**src/rtl/interrupt_arbiter.sv**
```systemverilog
`default_nettype none
// ============================================================================
// Module   : interrupt_arbiter
// Purpose  : Fixed-priority interrupt arbiter with mask register, a four-state
//            grant/clear/service handshake toward the control FSM, a vector
//            generator and a saturating count of acknowledged interrupts.
//            Source 0 has the highest priority.
// Ports    : CLK, RESET (async, active-high)
//            Interrupt_Register[15:0] - pending bits, bit n = source n
//            MASK_WRITE, MASK_DATA     - mask register load (1 = enabled)
//            INT_ACK, RETI             - strobes from the control FSM
//            IRQ, VECTOR, IR_CLR_SELECT, IR_CLR, IN_SERVICE, ACTIVE_ID,
//            INT_COUNT, MASK, arb_state (IDLE=0 REQ=1 CLEAR=2 SERVICE=3)
// Revision : 1.0 - initial release
// ============================================================================
module interrupt_arbiter (
  input  logic        CLK,
  input  logic        RESET,
  input  logic [15:0] Interrupt_Register,
  input  logic        MASK_WRITE,
  input  logic [15:0] MASK_DATA,
  input  logic        INT_ACK,
  input  logic        RETI,
  output logic        IRQ,
  output logic [15:0] VECTOR,
  output logic [3:0]  IR_CLR_SELECT,
  output logic        IR_CLR,
  output logic        IN_SERVICE,
  output logic [3:0]  ACTIVE_ID,
  output logic [7:0]  INT_COUNT,
  output logic [15:0] MASK,
  output logic [1:0]  arb_state
);

  typedef enum logic [1:0] {
    S_IDLE    = 2'd0,
    S_REQ     = 2'd1,
    S_CLEAR   = 2'd2,
    S_SERVICE = 2'd3
  } state_t;

  localparam logic [15:0] c_VECTOR_BASE = 16'h0F00;

  state_t      r_state;
  logic [15:0] r_mask;
  logic [3:0]  r_active_id;
  logic [7:0]  r_count;

  logic [15:0] w_elig;
  logic        w_any;
  logic [3:0]  w_win;

  // Eligibility uses the mask register's current value, so a mask write
  // takes effect for arbitration only from the following cycle.
  assign w_elig = Interrupt_Register & r_mask;
  assign w_any  = |w_elig;

  // Scan from the top down so the lowest set index is the last assignment.
  always_comb begin
    w_win = 4'd0;
    for (int i = 15; i >= 0; i--) begin
      if (w_elig[i]) begin
        w_win = i[3:0];
      end
    end
  end

  always_ff @(posedge CLK or posedge RESET) begin
    if (RESET) begin
      r_state     <= S_IDLE;
      r_mask      <= 16'h0000;
      r_active_id <= 4'd0;
      r_count     <= 8'd0;
    end else begin
      if (MASK_WRITE) begin
        r_mask <= MASK_DATA;
      end
      case (r_state)
        S_IDLE: begin
          if (w_any) begin
            r_state     <= S_REQ;
            r_active_id <= w_win;
          end
        end
        // The grant is frozen here: no re-arbitration, and a pending bit
        // that drops does not withdraw the request.
        S_REQ: begin
          if (INT_ACK) begin
            r_state <= S_CLEAR;
            if (r_count != 8'hFF) begin
              r_count <= r_count + 8'd1;
            end
          end
        end
        S_CLEAR: begin
          r_state <= S_SERVICE;
        end
        S_SERVICE: begin
          if (RETI) begin
            r_state <= S_IDLE;
          end
        end
        default: begin
          r_state <= S_IDLE;
        end
      endcase
    end
  end

  // Status strobes decode only the state register, so they cannot glitch
  // on input changes.
  assign IRQ           = (r_state == S_REQ);
  assign IR_CLR        = (r_state == S_CLEAR);
  assign IN_SERVICE    = (r_state == S_SERVICE);
  assign arb_state     = r_state;
  assign ACTIVE_ID     = r_active_id;
  assign IR_CLR_SELECT = r_active_id;
  assign VECTOR        = c_VECTOR_BASE + {8'd0, r_active_id, 4'd0};
  assign INT_COUNT     = r_count;
  assign MASK          = r_mask;

endmodule
`default_nettype wire

```
**config.mk**
```make
export PLATFORM = sky130hd
export DESIGN_NAME = interrupt_arbiter
export DESIGN_NICKNAME = d
export VERILOG_FILES = /design/src/rtl/interrupt_arbiter.sv
export SDC_FILE = /design/constraint.sdc
export NUM_CORES = 1
export LEC_CHECK = 0
export ABC_AREA = 0
export ABC_CLOCK_PERIOD_IN_PS = 1900
export BUFFER_PORTS_ARGS = -buffer_cell sky130_fd_sc_hd__buf_2
export CAP_MARGIN = 20
export CORE_MARGIN = 2
export CORE_UTILIZATION = 45
export DETAILED_ROUTE_END_ITERATION = 8
export PLACE_DENSITY = 0.8
export RECOVER_POWER = 100
export SLEW_MARGIN = 15
export SYNTH_ARGS = -nofsm -noshare
export SYNTH_HDL_FRONTEND = slang
export SYNTH_SLANG_ARGS = --single-unit
```
**constraint.sdc**
```tcl
create_clock -name CLK -period 1.9 [get_ports CLK]
set_input_delay 0.19 -clock CLK [delete_from_list [all_inputs] [get_ports CLK]]
set_output_delay 0.19 -clock CLK [all_outputs]
set_load 0.05 [all_outputs]
```
==> results_dict.tcl, run 1 <==
set metrics [dict create \
    grt_setup_unrepaired "false" \
    fmax_mhz 570.5 \
    crit_fanout 6 \
    path_class "reg -> reg" \
    wl_met1_mm 1.485 \
    fin_nets 271 \
    ir_drop_mv 0.6672 \
    num_vias 1365 \
    rows 22 \
    synth_area_per_cell_um2 11.06 \
    cts.clk_slew.worst_paths_ns 0.06 \
    grt_max_degree 31 \
    h-tree-depth 2 \
    wl_met2_mm 1.885 \
    portBuffers 77 \
    numCtsBuffers 5 \
    crit_family "simple AND/OR/NAND/NOR gates" \
    routed-wl-met3_um 233 \
    design.die.area_um2 4269 \
    synth_cell_types 34 \
    finalSetupViolations 0 \
    drive_gt1_share_pct 33.62 \
    post-dp-hpwl_mm 2.870 \
    cap_violations 0 \
    slowest_stage "dfrtp_2" \
    synth_top_area_share_pct 44.35 \
    n_antenna_cell 0 \
    grt_pass1_wl_mm 5.747 \
    wirelength_mm 3.651 \
    reg2regPathDepth 6 \
    dr.pass1.iters 4 \
    status "complete, no violations" \
    whs_path_depth 2 \
    cts-root-buf "clkbuf_8" \
    drv_slew 0 \
    startpoint_type "register" \
    ys_seq_area_share_pct 44.35 \
    reg2reg_setup_slack_ns 0.15 \
    drcViolationCount 0 \
    syn-cell-area_um2 1693 \
    required_ns 2.06 \
    synth_area_leaders "dfrtp_1, mux2_2, buf_4" \
    ff_latch_area_um2 755.7 \
    initial_core_util_pct 46.59 \
    drt_iter0_markers 31 \
    dpl.cell_count 268 \
    n_fill_cell 345 \
    layout_min_cycle_time_ns 1.753 \
    place_congestion 0.7513 \
    multiInputGateArea_um2 813.3 \
    final.setup.tns_ns 0 \
    area_growth_pct 24.02 \
    path_cells "ha_1 > and3_1 > a31oi_4 > and4_4 > nand3_1 > xnor2_1" \
    power.leakage_nw 0.9704 \
    power_density_nw_per_um2 1529 \
    slowest_delay_ns 0.42 \
    io_pins 90 \
    clk_latency_ns 0.28 \
    cp.depth 6 \
    hold_class "in -> reg" \
    grt_pass1_vias 1259 \
    final.period_utilization_pct 92.25 \
    top_layer_used "met4" \
    post_drt_wl_per_cell_um 13.18 \
    cts_buffer_depth 2 \
    synth_area_leader_cell "dfrtp_1" \
    arrival_ns 1.92 \
    tightest_slew_ns 0.7434 \
    clock-skew-final_ns 0.006871 \
    die_w_um 65.34 \
    vias_per_cell 4.928 \
    slew-limit-headroom_pct 50.44 \
    hold_viol 0 \
    utilization_pct 57.78 \
    cp_num_buf_inv 0 \
    antenna_found_initial 0 \
    synthCells 153 \
    die_h_um 65.34 \
    hold_ws_ns 0.1402 \
    grt.total_usage_pct 18.01 \
    core_area_um2 3633 \
    final_cells 277 \
    ys_ff_latch 30 \
    yosys_warnings 0 \
    antenna_left 0 \
    endpoint_kind "register" \
    cts_tree "done" \
    clkSinkCount 30 \
    grt_overflow_total 0 \
]
[what timing repair did]
action                    in CTS  in global routing
hold buffers                   1                  0
hold endpoints to repair       3                  0
gates resized for setup        0                  0
buffers inserted               0                  0
[placed cells by master (no fill, tap or decap), types with 4 or more instances in the layout]
cell type / netlist / final
dfrtp_1: 30 / 26
a22oi_1: 4 / 4
nand2_1: 18 / 18
nand4_1: 4 / 4
a21oi_1: 4 / 4
conb_1: 2 / 12
xnor2_1: 5 / 5
clkbuf_1: 1 / 42
dfrtp_2: 0 / 4
mux2_2: 17 / 17
nand3_1: 4 / 4
buf_2: 1 / 36
clkbuf_8: 0 / 6
ha_1: 6 / 4
a22oi_2: 4 / 4
inv_1: 6 / 6
[flip-flops by register name (all words and copies together) (netlist names)]
register and cells:
arb_state 2, ACTIVE_ID 4, INT_COUNT 8, MASK 16
[routing by layer]
metal / up-vias / track usage, %
met5: - / 0
met4: 0 / 7.292
met3: 6 / 5.822
met2: 54 / 31.63
met1: 647 / 20.04
li1: 658 / -
[path summary, 6_finish.rpt]
check                             startpoint            to
worst max register to register  INT_COUNT[0]  INT_COUNT[5]
min in group asynchronous              RESET  INT_COUNT[5]
worst min register to register  INT_COUNT[0]  INT_COUNT[0]
worst min-delay path            MASK_DATA[1]       MASK[1]
worst max-delay path            INT_COUNT[0]  INT_COUNT[5]
max in group asynchronous              RESET  INT_COUNT[1]
[cells in the mapped netlist]
library cell  number
nand3_1            4
or2b_1             2
o31ai_1            2
and4_4             1
ha_1               6
dfrtp_1           30
nand2_1           18
xnor2_1            5
clkbuf_1           1
nand4_1            4
nor2_1             1
a31oi_4            1
buf_2              1
a32oi_1            1
nor2_2             1
mux2i_1            1
a32o_1             1
a22oi_1            4
a31oi_1            3
o21ai_0            2
buf_4             20
mux2_2            17
xor2_1             2
and3_1             2
a22oi_2            4
conb_1             2
o21a_1             1
a21oi_1            4
a21boi_0           1
a222oi_1           1
a22o_1             1
mux2_1             1
inv_1              6
nand4_2            2
[per-stage QoR]
| stage | setup WS, ns | total power [mW] | instance area (µm²) |
|---|---|---|---|
| floorplan | 0.01609 | 2.508 | 1750 |
| global placement | 0.2050 | 2.736 | 2052 |
| detailed placement | 0.1384 | 2.769 | 2052 |
| CTS | 0.1357 | 3.304 | 2153 |
| global route | 0.06063 | 3.382 | 2100 |
| finish | 0.1473 | 3.211 | 2100 |
[area by class of cell]
class / instances / share of cell area (%)
multi-input cells: 105 / 38.74
repair buffers: 80 / 16.98
well taps: 48 / 2.861
clock buffers: 7 / 4.112
flip-flops and latches: 30 / 36.00
clock inverters: 1 / 0.2384
inverters: 6 / 1.073
[power by group]
part           leakage [nW]  internal, mW  switching, mW
Sequential            0.360         0.799          0.170
Clock                0.0482         0.291          0.225
Combinational         0.562         0.376           1.35
[logic make-up (layout without fill, tap and decap cells)]
kind of cell	Yosys count	count (layout)	share of synthesized area (%)
fa+ha+maj	6	6	4.434
other cells	2	12	0.4436
simple gates	35	35	11.01
buf+inv	28	94	10.72
mux	19	19	12.56
compound gates	26	26	12.86
flops	30	30	44.35
xor+xnor	7	7	3.622
Power figures use the tool's default switching activity.
==> inputs of run 2 (changes only) <==
==> constraint.sdc (replaced) <==
create_clock -name CLK -period 1.9 [get_ports CLK]
set_input_delay 0.19 -clock CLK [delete_from_list [all_inputs] [get_ports CLK]]
set_output_delay 0.19 -clock CLK [all_outputs]
set_load 0.02 [all_outputs]
==> run 2 against run 1 <==
Compared with the run above:
- clock-buffer cell count unchanged
- utilization down 0.76 points
- sequential power is 1% lower
- combinational power down 39%
==> results_dict.tcl, run 2 (synthesis gave the netlist of run 1 again) <==
set metrics [dict create \
    die_h_um 65.34 \
    post-dp-hpwl_mm 2.787 \
    arrival_ns 1.90 \
    portBuffers 77 \
    top_layer_used "met4" \
    routed-wl-met3_um 213 \
    hold_viol 0 \
    grt_overflow_total 0 \
    endpoint_kind "register" \
    antenna_left 0 \
    layout_min_cycle_time_ns 1.731 \
    regToRegStartpoint "INT_COUNT[0]" \
    utilization_pct 57.02 \
    finalSetupViolations 0 \
    clock-skew-final_ns 0.006816 \
    rows 22 \
    cts_tree "done" \
    clkSinkCount 30 \
    reg2reg_setup_slack_ns 0.17 \
    numCtsBuffers 5 \
    grt_pass1_vias 1352 \
    io_pins 90 \
    n_antenna_cell 0 \
    mostFrequentLayoutCells "clkbuf_1, buf_2, dfrtp_1" \
    place_ws_ns 0.1700 \
    power.leakage_nw 0.9710 \
    largest_reg_flops 16 \
    fmax_mhz 577.8 \
    final.period_utilization_pct 91.09 \
    placed_cell_area_um2 2024 \
    design.die.area_um2 4269 \
    fin_area_um2 2072 \
    rr_endpoint "INT_COUNT[7]" \
    status "complete, no violations" \
    min_from "MASK_DATA[5]" \
    wl_met1_mm 1.442 \
    reg2regPathDepth 6 \
    post_drt_wl_per_cell_um 12.72 \
    grt.total_usage_pct 17.85 \
    wirelength_mm 3.511 \
    wl_met2_mm 1.774 \
    antenna_found_initial 0 \
    startpoint_type "register" \
    path_class "reg -> reg" \
    drv_slew 0 \
    grt_max_degree 31 \
    num_vias 1366 \
    tightest_slew_ns 0.7294 \
    initial_core_util_pct 46.59 \
    required_ns 2.07 \
    drt_iter0_markers 23 \
    core_area_um2 3633 \
    place_congestion 0.7896 \
    vias_per_cell 4.949 \
    final.setup.tns_ns 0 \
    final_cells 276 \
    mostFrequentLayoutCell "clkbuf_1" \
    dpl.cell_count 267 \
    fin_ws_ns 0.1693 \
    fin_nets 270 \
    cts.clk_slew.worst_paths_ns 0.06 \
    worstHoldEndpoint "MASK[5]" \
    cts_buffer_depth 2 \
    drive_gt1_share_pct 30.70 \
    dr.pass1.iters 4 \
    hold_class "in -> reg" \
    die_w_um 65.34 \
    cp-startpoint "INT_COUNT[0]" \
    cap_violations 0 \
    ir_drop_mv 0.6434 \
    area_growth_pct 22.39 \
    h-tree-depth 2 \
    grt_setup_unrepaired "false" \
    drcViolationCount 0 \
    cts-root-buf "clkbuf_8" \
    crit_fanout 6 \
    whs_path_depth 2 \
    slew-limit-headroom_pct 51.37 \
    clk_latency_ns 0.28 \
    grt_pass1_wl_mm 5.816 \
    power_density_nw_per_um2 1218 \
]
run 2: critical path, stage by stage, from the launching register on:
cell     delay, ns
dfrtp_1       0.41
ha_1          0.25
and3_1        0.20
a31oi_4       0.26
and4_4        0.28
nand3_1       0.09
xnor2_1       0.14
run 2: per-layer routing:
layer / up-vias / track usage (%)
met3: 9 / 3.938
met1: 643 / 20.49
met4: 0 / 10.16
li1: 664 / -
met2: 50 / 30.61
met5: - / 0
run 2: area by class of cell:
type / instances / area (µm²)
Multi-Input combinational cell: 105 / 798.3
Clock inverter: 1 / 5.005
Sequential cell: 30 / 750.7
Tap cell: 48 / 60.06
Fill cell: 380 / 1562
Clock buffer: 7 / 86.33
Inverter: 6 / 22.52
Timing Repair Buffer: 79 / 349.1
run 2: how the worst max path moves through the flow:
stage          slack, ns            to
2_1_floorplan       0.06  INT_COUNT[7]
3_3_place_gp        0.21  INT_COUNT[7]
3_5_place_dp        0.17  INT_COUNT[7]
4_1_cts             0.16  INT_COUNT[5]
5_1_grt             0.05  INT_COUNT[5]
6_report            0.17  INT_COUNT[7]
run 2: through the flow:
stage | total power [mW] | hold WS [ns]
final | 2.524 | 0.1412
after global routing | 2.703 | 0.1393
after global placement | 2.065 | 0.2766
after CTS | 2.614 | 0.1372
after detailed placement | 2.094 | 0.2832
after floorplan | 1.838 | 0.2808
run 2: report_power, final:
part	switching, mW	internal (mW)	total, mW
clock network	0.222	0.291	0.514
registers	0.166	0.790	0.956
logic	0.698	0.358	1.06
total	1.09	1.44	2.52
run 2: what timing repair did:
item	4_1_cts	5_1_grt
endpoints found under the hold margin	30	0
setup buffers	0	0
setup endpoints to repair	0	0
hold buffers	1	0
resized for setup	0	0
